## config.mk

```make
export PLATFORM = sky130hd
export DESIGN_NAME = rram_host_issuer
export DESIGN_NICKNAME = d
export VERILOG_FILES = /design/src/rtl/rram_host_issuer.sv
export SDC_FILE = /design/constraint.sdc
export NUM_CORES = 1
export LEC_CHECK = 0
export CAP_MARGIN = 0
export CORE_AREA = 3 3 147 149
export CTS_CLUSTER_DIAMETER = 60
export DETAILED_ROUTE_END_ITERATION = 10
export DIE_AREA = 0 0 150 152
export GPL_TIMING_DRIVEN = 1
export HOLD_SLACK_MARGIN = 0.15
export PLACE_DENSITY = 0.56
export SYNTH_ARGS = -nofsm -noshare
export SYNTH_HDL_FRONTEND = slang
export SYNTH_SLANG_ARGS = --single-unit
```

## constraint.sdc

```tcl
create_clock -name CLK -period 2.9 [get_ports CLK]
set_input_delay 0.58 -clock CLK [delete_from_list [all_inputs] [get_ports CLK]]
set_output_delay 0.58 -clock CLK [all_outputs]
set_load 0.05 [all_outputs]
```

## src/rtl/rram_host_issuer.sv

```systemverilog
// ============================================================================
// rram_host_issuer -- feeds one RRAM core's instruction/input FIFOs from host
// streams and drains its output FIFO. Optional: RRAM_ISSUER_STATS_EN.
// Revision: 1.0
// ============================================================================
`default_nettype none

module rram_host_issuer #(
  parameter int INSTR_WIDTH   = 4,
  parameter int OPCODE_WIDTH  = 16,
  parameter int DATAIN_WIDTH  = 64,
  parameter int DATAOUT_WIDTH = 64,
  parameter int MAX_BURST     = 16,
  localparam int NW           = $clog2(MAX_BURST + 1)
) (
  input  logic                                CLK,
  input  logic                                RST_N,
  input  logic                                cmd_valid,
  output logic                                cmd_ready,
  input  logic [INSTR_WIDTH-1:0]              cmd_instr,
  input  logic [OPCODE_WIDTH-1:0]             cmd_opcode,
  input  logic [NW-1:0]                       cmd_nwords,
  input  logic                                wdata_valid,
  output logic                                wdata_ready,
  input  logic [DATAIN_WIDTH-1:0]             wdata,
  output logic                                push_n_instFIFO,
  input  logic                                full_instFIFO,
  output logic [INSTR_WIDTH+OPCODE_WIDTH-1:0] din_instFIFO,
  output logic                                push_n_iFIFO,
  input  logic                                full_iFIFO,
  output logic [DATAIN_WIDTH-1:0]             din_iFIFO,
  output logic                                pop_n_oFIFO,
  input  logic                                empty_oFIFO,
  input  logic [DATAOUT_WIDTH-1:0]            dout_oFIFO,
  output logic                                rdata_valid,
  input  logic                                rdata_ready,
  output logic [DATAOUT_WIDTH-1:0]            rdata,
  output logic                                busy,
  output logic                                err_burst,
  output logic [31:0]                         stat_cmds,
  output logic [31:0]                         stat_reads
);

  typedef enum logic [1:0] {
    IDLE  = 2'd0,
    DATA  = 2'd1,
    INSTR = 2'd2
  } state_t;

  state_t                              state;
  logic [NW-1:0]                       cnt;
  logic [INSTR_WIDTH+OPCODE_WIDTH-1:0] cmd_q;
  logic                                over;
  logic [NW-1:0]                       cnt_init;
  logic                                data_push;
  logic                                instr_push;
  logic                                pop;

  assign over     = (cmd_nwords > NW'(MAX_BURST));
  assign cnt_init = over ? NW'(MAX_BURST) : cmd_nwords;

  assign cmd_ready       = (state == IDLE);
  assign busy            = (state != IDLE);
  assign wdata_ready     = (state == DATA) && !full_iFIFO;
  assign data_push       = (state == DATA) && wdata_valid && !full_iFIFO;
  assign instr_push      = (state == INSTR) && !full_instFIFO;
  assign push_n_iFIFO    = !data_push;
  assign push_n_instFIFO = !instr_push;
  assign din_iFIFO       = wdata;
  assign din_instFIFO    = cmd_q;

  // Operand words go out ahead of their instruction so the core never
  // decodes an instruction whose data is still missing.
  always_ff @(posedge CLK or negedge RST_N) begin
    if (!RST_N) begin
      state     <= IDLE;
      cnt       <= '0;
      cmd_q     <= '0;
      err_burst <= 1'b0;
    end else begin
      case (state)
        IDLE: begin
          if (cmd_valid) begin
            cmd_q <= {cmd_instr, cmd_opcode};
            cnt   <= cnt_init;
            if (over) err_burst <= 1'b1;
            state <= (cnt_init != '0) ? DATA : INSTR;
          end
        end
        DATA: begin
          if (data_push) begin
            cnt <= cnt - 1'b1;
            if (cnt == NW'(1)) state <= INSTR;
          end
        end
        INSTR: begin
          if (instr_push) state <= IDLE;
        end
        default: state <= IDLE;
      endcase
    end
  end

  // Pop only when the holding register is free or being emptied this cycle.
  assign pop         = RST_N && !empty_oFIFO && (!rdata_valid || rdata_ready);
  assign pop_n_oFIFO = !pop;

  always_ff @(posedge CLK or negedge RST_N) begin
    if (!RST_N) begin
      rdata_valid <= 1'b0;
      rdata       <= '0;
    end else if (pop) begin
      rdata_valid <= 1'b1;
      rdata       <= dout_oFIFO;
    end else if (rdata_ready) begin
      rdata_valid <= 1'b0;
    end
  end

`ifdef RRAM_ISSUER_STATS_EN
  always_ff @(posedge CLK or negedge RST_N) begin
    if (!RST_N) begin
      stat_cmds  <= '0;
      stat_reads <= '0;
    end else begin
      if (instr_push) stat_cmds  <= stat_cmds + 32'd1;
      if (pop)        stat_reads <= stat_reads + 32'd1;
    end
  end
`else
  assign stat_cmds  = '0;
  assign stat_reads = '0;
`endif

endmodule

`default_nettype wire

```

Word-level counts from Yosys, hierarchy flattened --
Index checks and enable logic that the tools add are counted.
Cells by class: magnitude comparators 1, reductions and logical operators 23, mux-type cells 12, equal/unequal tests 7, add/subtract/negate cells 1
Operators by type and width (count):
- $mux 5 | 3
- $mux 2 | 5
- $pmux 5 s2 | 1
- $logic_not 1->1 | 7
- $logic_and 1x1->1 | 6
- $ne 2x2->1 const B | 3
- $pmux 2 s3 | 1
- $reduce_and 3->1 | 2
- $reduce_bool 2->1 | 3
- $eq 5x1->1 const B | 1
- $gt 5x5->1 const B | 1
- $reduce_bool 5->1 | 1
- $sub 5x1->5 const B | 1
- $reduce_and 4->1 | 1
- $eq 2x1->1 const B | 1
- $eq 2x2->1 const B | 1
- $logic_not 2->1 | 1
- $mux 1 | 2
- $ne 2x1->1 const B | 1
- $reduce_and 2->1 | 1
- $logic_or 1x1->1 | 1
Word-level totals: word-level logic and storage cells 50, bits in registers 93, bits of input ports 161

Longest topological paths before layout --
Gate-level depths: netlist (run 1).
depth in word-level cells 6, depth in mapped cells 5

Least setup slack after synthesis (run 1) --
Ideal clock, no wire load.
path kind register -> output, start point reg state[0], end point out busy, buffers on the path 1, data required time 2320 ps, path slack 581 ps, arrival 1739 ps, cell stages (with the launch flop) 4, path through dfrtp_1 > buf_2 > nor2_1 > inv_1
On the way: word-level cells in the longest chain between the ends 1
Ends and longest elaborated chain:
- start: declaration | RTL line 50 | state_t state;
- start signal: assignment | RTL line 87 | state <= (cnt_init != '0) ? DATA : INSTR;
- $reduce_bool 2->1 | RTL line 63 | assign busy = (state != IDLE);
- end: declaration | RTL line 38 | output logic busy,
No other way between the ends.

Worst setup path after layout (run 1) --
start point reg state[1], end point out cmd_ready
On the way: word-level cells in the longest chain between the ends 1
Ends and longest elaborated chain:
- $logic_not 2->1 | RTL line 62 | assign cmd_ready = (state == IDLE);
- end: declaration | RTL line 19 | output logic cmd_ready,
No other way between the ends.

==> results of run 1 <==
-- per-layer routing --
layer  vias up  wire length, um  GRT usage, %
met5         -               13             0
met4         2              289         4.532
met3        34             1508         5.183
met2       207             5969         17.15
met1      1473             4515         11.37
li1       1319                -             -
-- registers in the layout (all words and copies together) (netlist names) --
name          flops
cnt               5
din_instFIFO     20
err_burst         1
rdata            64
rdata_valid       1
state             2
-- worst max-delay path, delay by kind of cell (launching register included) --
| family | cells | cell delay, ps |
|---|---|---|
| simple gates | 1 | 260 |
| flops | 1 | 520 |
| buf+inv | 1 | 860 |
-- layout make-up --
cell class	instances	share of cell area, %
clock inverter	5	0.6981
inverter	10	0.5817
clock buffer	11	3.607
timing repair buffer	195	29.98
tap	270	5.236
multi-input combinational	191	23.83
sequential	93	36.07
-- cells by family after synthesis --
group / Yosys count / share of synthesized area [%]
other: 1 / 0.07969
multiplexers: 86 / 20.55
buffers and inverters: 150 / 23.13
AO/OA/AOI/OAI: 16 / 2.553
adder cells (fa/ha/maj): 2 / 0.5317
AND/OR/NAND/NOR: 23 / 3.696
flip-flops: 93 / 49.45
-- per-stage QoR --
step	util (%)	hold WS (ps)	worst slack (ps)
2_1_floorplan	-	284.4	581.4
5_1_grt	31.79	379.0	255.4
3_3_place_gp	30.42	461.0	488.3
6_report	31.79	337.1	351.2
3_5_place_dp	30.42	474.0	420.4
4_1_cts	31.79	351.3	308.2
-- final timing paths --
path,from,end,depth (start not counted)
max,state[1],cmd_ready,2
min,RST_N,rdata[26],2
max reg2reg,rdata_valid,rdata[17],3
min reg2reg,err_burst,err_burst,1
max in group asynchronous,RST_N,din_instFIFO[8],3
min in group CLK,err_burst,err_burst,1
-- power by group --
| group | internal (uW) | switching (uW) | leakage (uW) | total, uW |
|---|---|---|---|---|
| clock | 596 | 545 | 0.000132 | 1140 |
| sequential | 1650 | 229 | 0.00110 | 1880 |
| combinational | 1070 | 1870 | 0.00147 | 2950 |
| total | 3320 | 2650 | 0.00270 | 5960 |
-- cell usage after synthesis, types with 2 or more instances --
cell / number
sky130_fd_sc_hd__nand2_1: 2
sky130_fd_sc_hd__inv_1: 10
sky130_fd_sc_hd__buf_2: 3
sky130_fd_sc_hd__dfrtp_1: 93
sky130_fd_sc_hd__buf_4: 133
sky130_fd_sc_hd__mux2_2: 85
sky130_fd_sc_hd__ha_1: 2
sky130_fd_sc_hd__nor2_1: 3
sky130_fd_sc_hd__and3b_1: 2
sky130_fd_sc_hd__buf_6: 3
sky130_fd_sc_hd__nor3b_1: 2
sky130_fd_sc_hd__o2bb2ai_1: 2
sky130_fd_sc_hd__nand2b_1: 3
sky130_fd_sc_hd__o22ai_1: 3
==> run summary, run 1 <==
Initial Util = 23.18%
sink count of the clock tree = 93
sum of negative setup slack = 0 ps
Crit. End Element = output port
clock tree root buffer cell = sky130_fd_sc_hd__clkbuf_16
H-Tree Depth = 3
final number of hold-violating endpoints = 0
count of input and output buffers = 188
share of final-layout standard cells stronger than drive strength 1 = 23.17%
Vert. Die Dim = 152 um
area of the multi-input gates = 1538 um2
path type of the worst setup path = flip-flop to output port
filler-free cell count of the finished design = 775
vias = 3035
IO Count = 381
setup slack of the worst register-to-register path = 1200 ps
global-route usage over all layers = 10.45%
cell area reported after detailed placement = 6175 um2
Leak Pwr = 0.002702 uW
worst max-slew margin expressed relative to the limit = 55.96%
share of the clock period used by the worst path after layout = 87.89%
clock buffer count from CTS = 9
shortest period the worst path allows = 2549 ps
cell area after technology mapping = 4706 um2
number of violations reported at the end of detailed-routing iteration 0 = 61
most frequent standard cell in the layout excluding fill and tap cells = sky130_fd_sc_hd__clkdlybuf4s50_1
number of hold buffers added after CTS = 0
antenna cell count = 0
gate count of the mapped netlist = 371
transition time at the pin with the least slew margin = 660.6 ps
row count = 52
number of buffers added for setup after CTS = 0
Final nets = 663
vias in the first global route = 3260
average wire per cell in the routed design = 15.87 um
clk slew on worst S/H paths = 70 ps
post-route antenna net violation count = 0
clock latency at the later pin of the worst-skew pair = 340 ps
fraction of post-synthesis cell area in the top cell type by area = 49.45%
classification of the worst-slack hold path = input port to async pin
slowest cell on the critical path = sky130_fd_sc_hd__clkdlybuf4s50_1
Highest Clock Rate = 392.3 MHz
number of synthesized flops with an enable pin = 0
Residual DRC = 0
gpl congestion = 0.7408
design area = 6452 um2
per-cell via count in the routed design = 3.916
detailed-router iteration count before antenna repair = 4
fill cell count = 2046
die width = 150 um
global-route wire length before repair = 18630 um
Arrival @ worst endpoint = 1970 ps
biggest cell delay along the critical path = 860 ps
initial antenna violation count = 1
crit-path cells = nor2_1, clkdlybuf4s50_1
maximum buffer depth of the clock tree = 2
routed wire length = 12300 um
quantity of gates resized following cts = 0
average footprint of a synthesized cell = 12.68 um2
estimated wirelength of the detail-placed design = 9491 um
overflow left after global routing = 0
unrepaired setup endpoints after global routing = false
synth-to-layout area growth = 37.12%
top flip-flop cell by instance count after synthesis = sky130_fd_sc_hd__dfrtp_1
required time at the endpoint of the critical path = 2320 ps
share of flip-flops with an asynchronous set or reset = 100.0%
number of max-slew violations in the final report = 0
Max IR drop VDD = 0.3691 mV
top library cells by usage in the layout, fill and taps aside = sky130_fd_sc_hd__clkdlybuf4s50_1, sky130_fd_sc_hd__dfrtp_1, sky130_fd_sc_hd__mux2_2
Worst Skew = 8.786 ps
sequential cell area fraction in the yosys report = 49.45%
placed cell count = 759
pin count of the biggest net entering global routing = 49
area taken by flip-flops and latches = 2327 um2
Ys Warns = 0
Die Area = 22800 um2
number of register bits inferred by synthesis = 93
final-report setup violation count = 0
Core ar. = 20300 um2
TritonCTS clock tree = yes
outcome = finished clean
category of the worst setup path launch point = flip-flop
cell taking the most area after synthesis = sky130_fd_sc_hd__dfrtp_1
Pwr Density = 924.1 nW/um2
max_cap viols = 0
total chip power = 5963 uW
maximum fanout encountered on the critical timing path = 11
most area-consuming cells after synthesis = sky130_fd_sc_hd__dfrtp_1, sky130_fd_sc_hd__buf_4, sky130_fd_sc_hd__mux2_2
synth unique cells = 39
(Power assumes the default switching activity.)
==> run 2, diff against run 1 <==
--- a/config.mk
+++ b/config.mk
@@ -13,6 +13,7 @@
 export GPL_TIMING_DRIVEN = 1
 export HOLD_SLACK_MARGIN = 0.15
 export PLACE_DENSITY = 0.56
+export SLEW_MARGIN = 0
 export SYNTH_ARGS = -nofsm -noshare
 export SYNTH_HDL_FRONTEND = slang
 export SYNTH_SLANG_ARGS = --single-unit
==> constraint.sdc (replaced) <==
create_clock -name CLK -period 2.9 [get_ports CLK]
set_input_delay 0.29 -clock CLK [delete_from_list [all_inputs] [get_ports CLK]]
set_output_delay 0.29 -clock CLK [all_outputs]
set_load 0.05 [all_outputs]
==> run summary, run 2 (synthesis results as in run 1) <==
Logic pwr share = 48.9% (-0.5 points)
outcome = finished clean
per-cell via count in the routed design = 3.854 (-1.6%)
IO Count = 381 (unchanged)
count of input and output buffers = 188 (unchanged)
Worst Skew = 7.651 ps (-1.135 ps)
final-report setup violation count = 0 (unchanged)
vias = 2983 (-1.7%)
worst max-slew margin expressed relative to the limit = 55.48% (-0.48 points)
number of buffers added for setup after CTS = 0 (unchanged)
Vert. Die Dim = 152 um (unchanged)
max_cap viols = 0 (unchanged)
required time at the endpoint of the critical path = 2610 ps (+290 ps)
vias in the first global route = 3247 (-0.40%)
switching power summed over all nets = 2632 uW (-0.55%)
global-route usage over all layers = 10.05% (-0.41 points)
overflow left after global routing = 0 (unchanged)
classification of the worst-slack hold path = flip-flop to flip-flop
unrepaired setup endpoints after global routing = false
sink count of the clock tree = 93 (unchanged)
most frequent standard cell in the layout excluding fill and tap cells = sky130_fd_sc_hd__clkdlybuf4s50_1
depth of the most critical reg-to-reg path = 3 (unchanged)
sink of the worst hold path = err_burst
transition time at the pin with the least slew margin = 667.8 ps (+7.171 ps)
Final nets = 662 (-0.15%)
synth-to-layout area growth = 37.65%
gpl congestion = 0.8087 (+9.2%)
H-Tree Depth = 3 (unchanged)
power share of the sequential group = 31.2% (-0.3 points)
average wire per cell in the routed design = 15.23 um (-4.0%)
detailed-router iteration count before antenna repair = 4 (unchanged)
shortest period the worst path allows = 2467 ps (-81.27 ps)
initial antenna violation count = 0 (-1)
Arrival @ worst endpoint = 2180 ps (+210 ps)
maximum fanout encountered on the critical timing path = 11 (unchanged)
path type of the worst setup path = flip-flop to output port
global-route wire length before repair = 17900 um (-3.9%)
beginning of the worst hold path = err_burst
number of violations reported at the end of detailed-routing iteration 0 = 55 (-9.8%)
total chip power = 6031 uW (+1.1%)
quantity of gates resized following cts = 0 (unchanged)
Pwr Density = 931.1 nW/um2 (+0.76%)
share of final-layout standard cells stronger than drive strength 1 = 22.42% (-0.75 points)
filler-free cell count of the finished design = 774 (-0.13%)
clock buffer count from CTS = 9 (unchanged)
estimated wirelength of the detail-placed design = 9231 um (-2.7%)
maximum buffer depth of the clock tree = 2 (unchanged)
clk slew on worst S/H paths = 60 ps (about the same)
clock latency at the later pin of the worst-skew pair = 340 ps (about the same)
Highest Clock Rate = 405.3 MHz (+3.3%)
share of the clock period used by the worst path after layout = 85.09% (-2.8 points)
row count = 52 (unchanged)
design area = 6477 um2 (+0.39%)
Max IR drop VDD = 0.3526 mV (-4.5%)
Reg with most FFs = rdata
placed cell count = 757 (-0.26%)
internal power summed over all cells = 3399 uW (+2.5%)
TritonCTS clock tree = yes
sum of negative setup slack = 0 ps (unchanged)
die width = 150 um (unchanged)
number of instances on the worst hold path = 1
number of flip-flops under the largest register name = 64 (unchanged)
final number of hold-violating endpoints = 0 (unchanged)
pin count of the biggest net entering global routing = 53 (+8.2%)
Initial Util = 23.18% (unchanged)
Reg2Reg Launch Point = state[1]
category of the worst setup path launch point = flip-flop
Die Area = 22800 um2 (unchanged)
clock tree root buffer cell = sky130_fd_sc_hd__clkbuf_16
endpoint of the lowest-slack register-to-register path = din_instFIFO[10]
top library cells by usage in the layout, fill and taps aside = sky130_fd_sc_hd__clkdlybuf4s50_1, sky130_fd_sc_hd__dfrtp_1, sky130_fd_sc_hd__mux2_2
post-route antenna net violation count = 0 (unchanged)
number of max-slew violations in the final report = 0 (unchanged)
Residual DRC = 0 (unchanged)
Crit. End Element = output port
antenna cell count = 0 (unchanged)
relative contribution of the clock network to total power = 19.9% (+0.8 points)
routed wire length = 11790 um (-4.1%)
fill cell count = 2068 (+1.1%)
Core ar. = 20300 um2 (unchanged)
switching share of power = 43.64% (-0.75 points)
Leak Pwr = 0.002699 uW (-0.12%)
cell area reported after detailed placement = 6167 um2 (-0.12%)
setup slack of the worst register-to-register path = 1070 ps (-130 ps)
[run 2: cell count changes in the layout (fill, tap and decap cells not counted)]
| cell | change |
|---|---|
| sky130_fd_sc_hd__clkdlybuf4s50_1 | +3 |
| sky130_fd_sc_hd__clkbuf_1 | -1 |
| sky130_fd_sc_hd__buf_4 | -5 |
| sky130_fd_sc_hd__bufinv_16 | +1 |
| sky130_fd_sc_hd__inv_8 | -1 |
| sky130_fd_sc_hd__clkinvlp_4 | +1 |
| sky130_fd_sc_hd__dlygate4sd3_1 | +1 |
[run 2: worst max path at each step]
stage,start,to,slack [ps]
after CTS,state[1],wdata_ready,410
after floorplan,state[0],busy,870
after global routing,state[0],wdata_ready,310
final,state[1],wdata_ready,430
after detailed placement,full_iFIFO,push_n_iFIFO,630
after global placement,full_iFIFO,push_n_iFIFO,630
[run 2: cell type report]
type | count | area [um2] | area share (%)
clock inverter | 6 | 71.32 | 1.101
timing repair buffer | 194 | 1937 | 29.90
clock buffer | 10 | 229.0 | 3.535
multi-input combinational | 191 | 1538 | 23.74
inverter | 10 | 37.54 | 0.5795
tap | 270 | 337.8 | 5.215
sequential | 93 | 2327 | 35.93
[run 2: metrics by stage]
| stage | utilization [%] | worst slack [ps] | hold WS (ps) |
|---|---|---|---|
| floorplan | - | 871.4 | -5.591 |
| global placement | 30.38 | 631.5 | 413.8 |
| detailed placement | 30.38 | 625.4 | 414.6 |
| CTS | 31.91 | 414.4 | 496.5 |
| global route | 31.91 | 309.9 | 513.4 |
| finish | 31.91 | 432.5 | 485.9 |
[run 2: layer usage]
| metal | track usage [%] | part of all wire, % | vias up |
|---|---|---|---|
| met5 | 0 | 0 | - |
| met4 | 4.488 | 2.6 | 0 |
| met3 | 5.332 | 13 | 35 |
| met2 | 17.17 | 51 | 212 |
| met1 | 10.05 | 34 | 1424 |
| li1 | - | - | 1312 |
[run 2: power groups by stage]
stage                     clock [uW]  combinational (uW)  sequential (uW)
after global routing            1320                3080             1930
after floorplan                    0                1210             2950
after CTS                       1260                2980             1880
final                           1200                2950             1880
after global placement             0                2940             1890
after detailed placement           0                2980             1900
[run 2: worst max-delay path: stages, from the launching register on]
cell and delay, ps:
sky130_fd_sc_hd__dfrtp_1 510, sky130_fd_sc_hd__nand2b_1 330, sky130_fd_sc_hd__nor2_1 170, sky130_fd_sc_hd__clkdlybuf4s50_1 820
[run 2: repair_timing]
item / in CTS / in global routing
hold buffers: 1 / 0
endpoints found under the hold margin: 41 / 0
setup endpoints to repair: 0 / 0
==> run 3, diff against run 2 <==
--- a/config.mk
+++ b/config.mk
@@ -13,6 +13,7 @@
 export GPL_TIMING_DRIVEN = 1
 export HOLD_SLACK_MARGIN = 0.15
 export PLACE_DENSITY = 0.56
+export SETUP_SLACK_MARGIN = 0.02
 export SLEW_MARGIN = 0
 export SYNTH_ARGS = -nofsm -noshare
 export SYNTH_HDL_FRONTEND = slang
==> results of run 3 <==
Same layout as run 2: the final DEF is identical, and so are final timing and power.
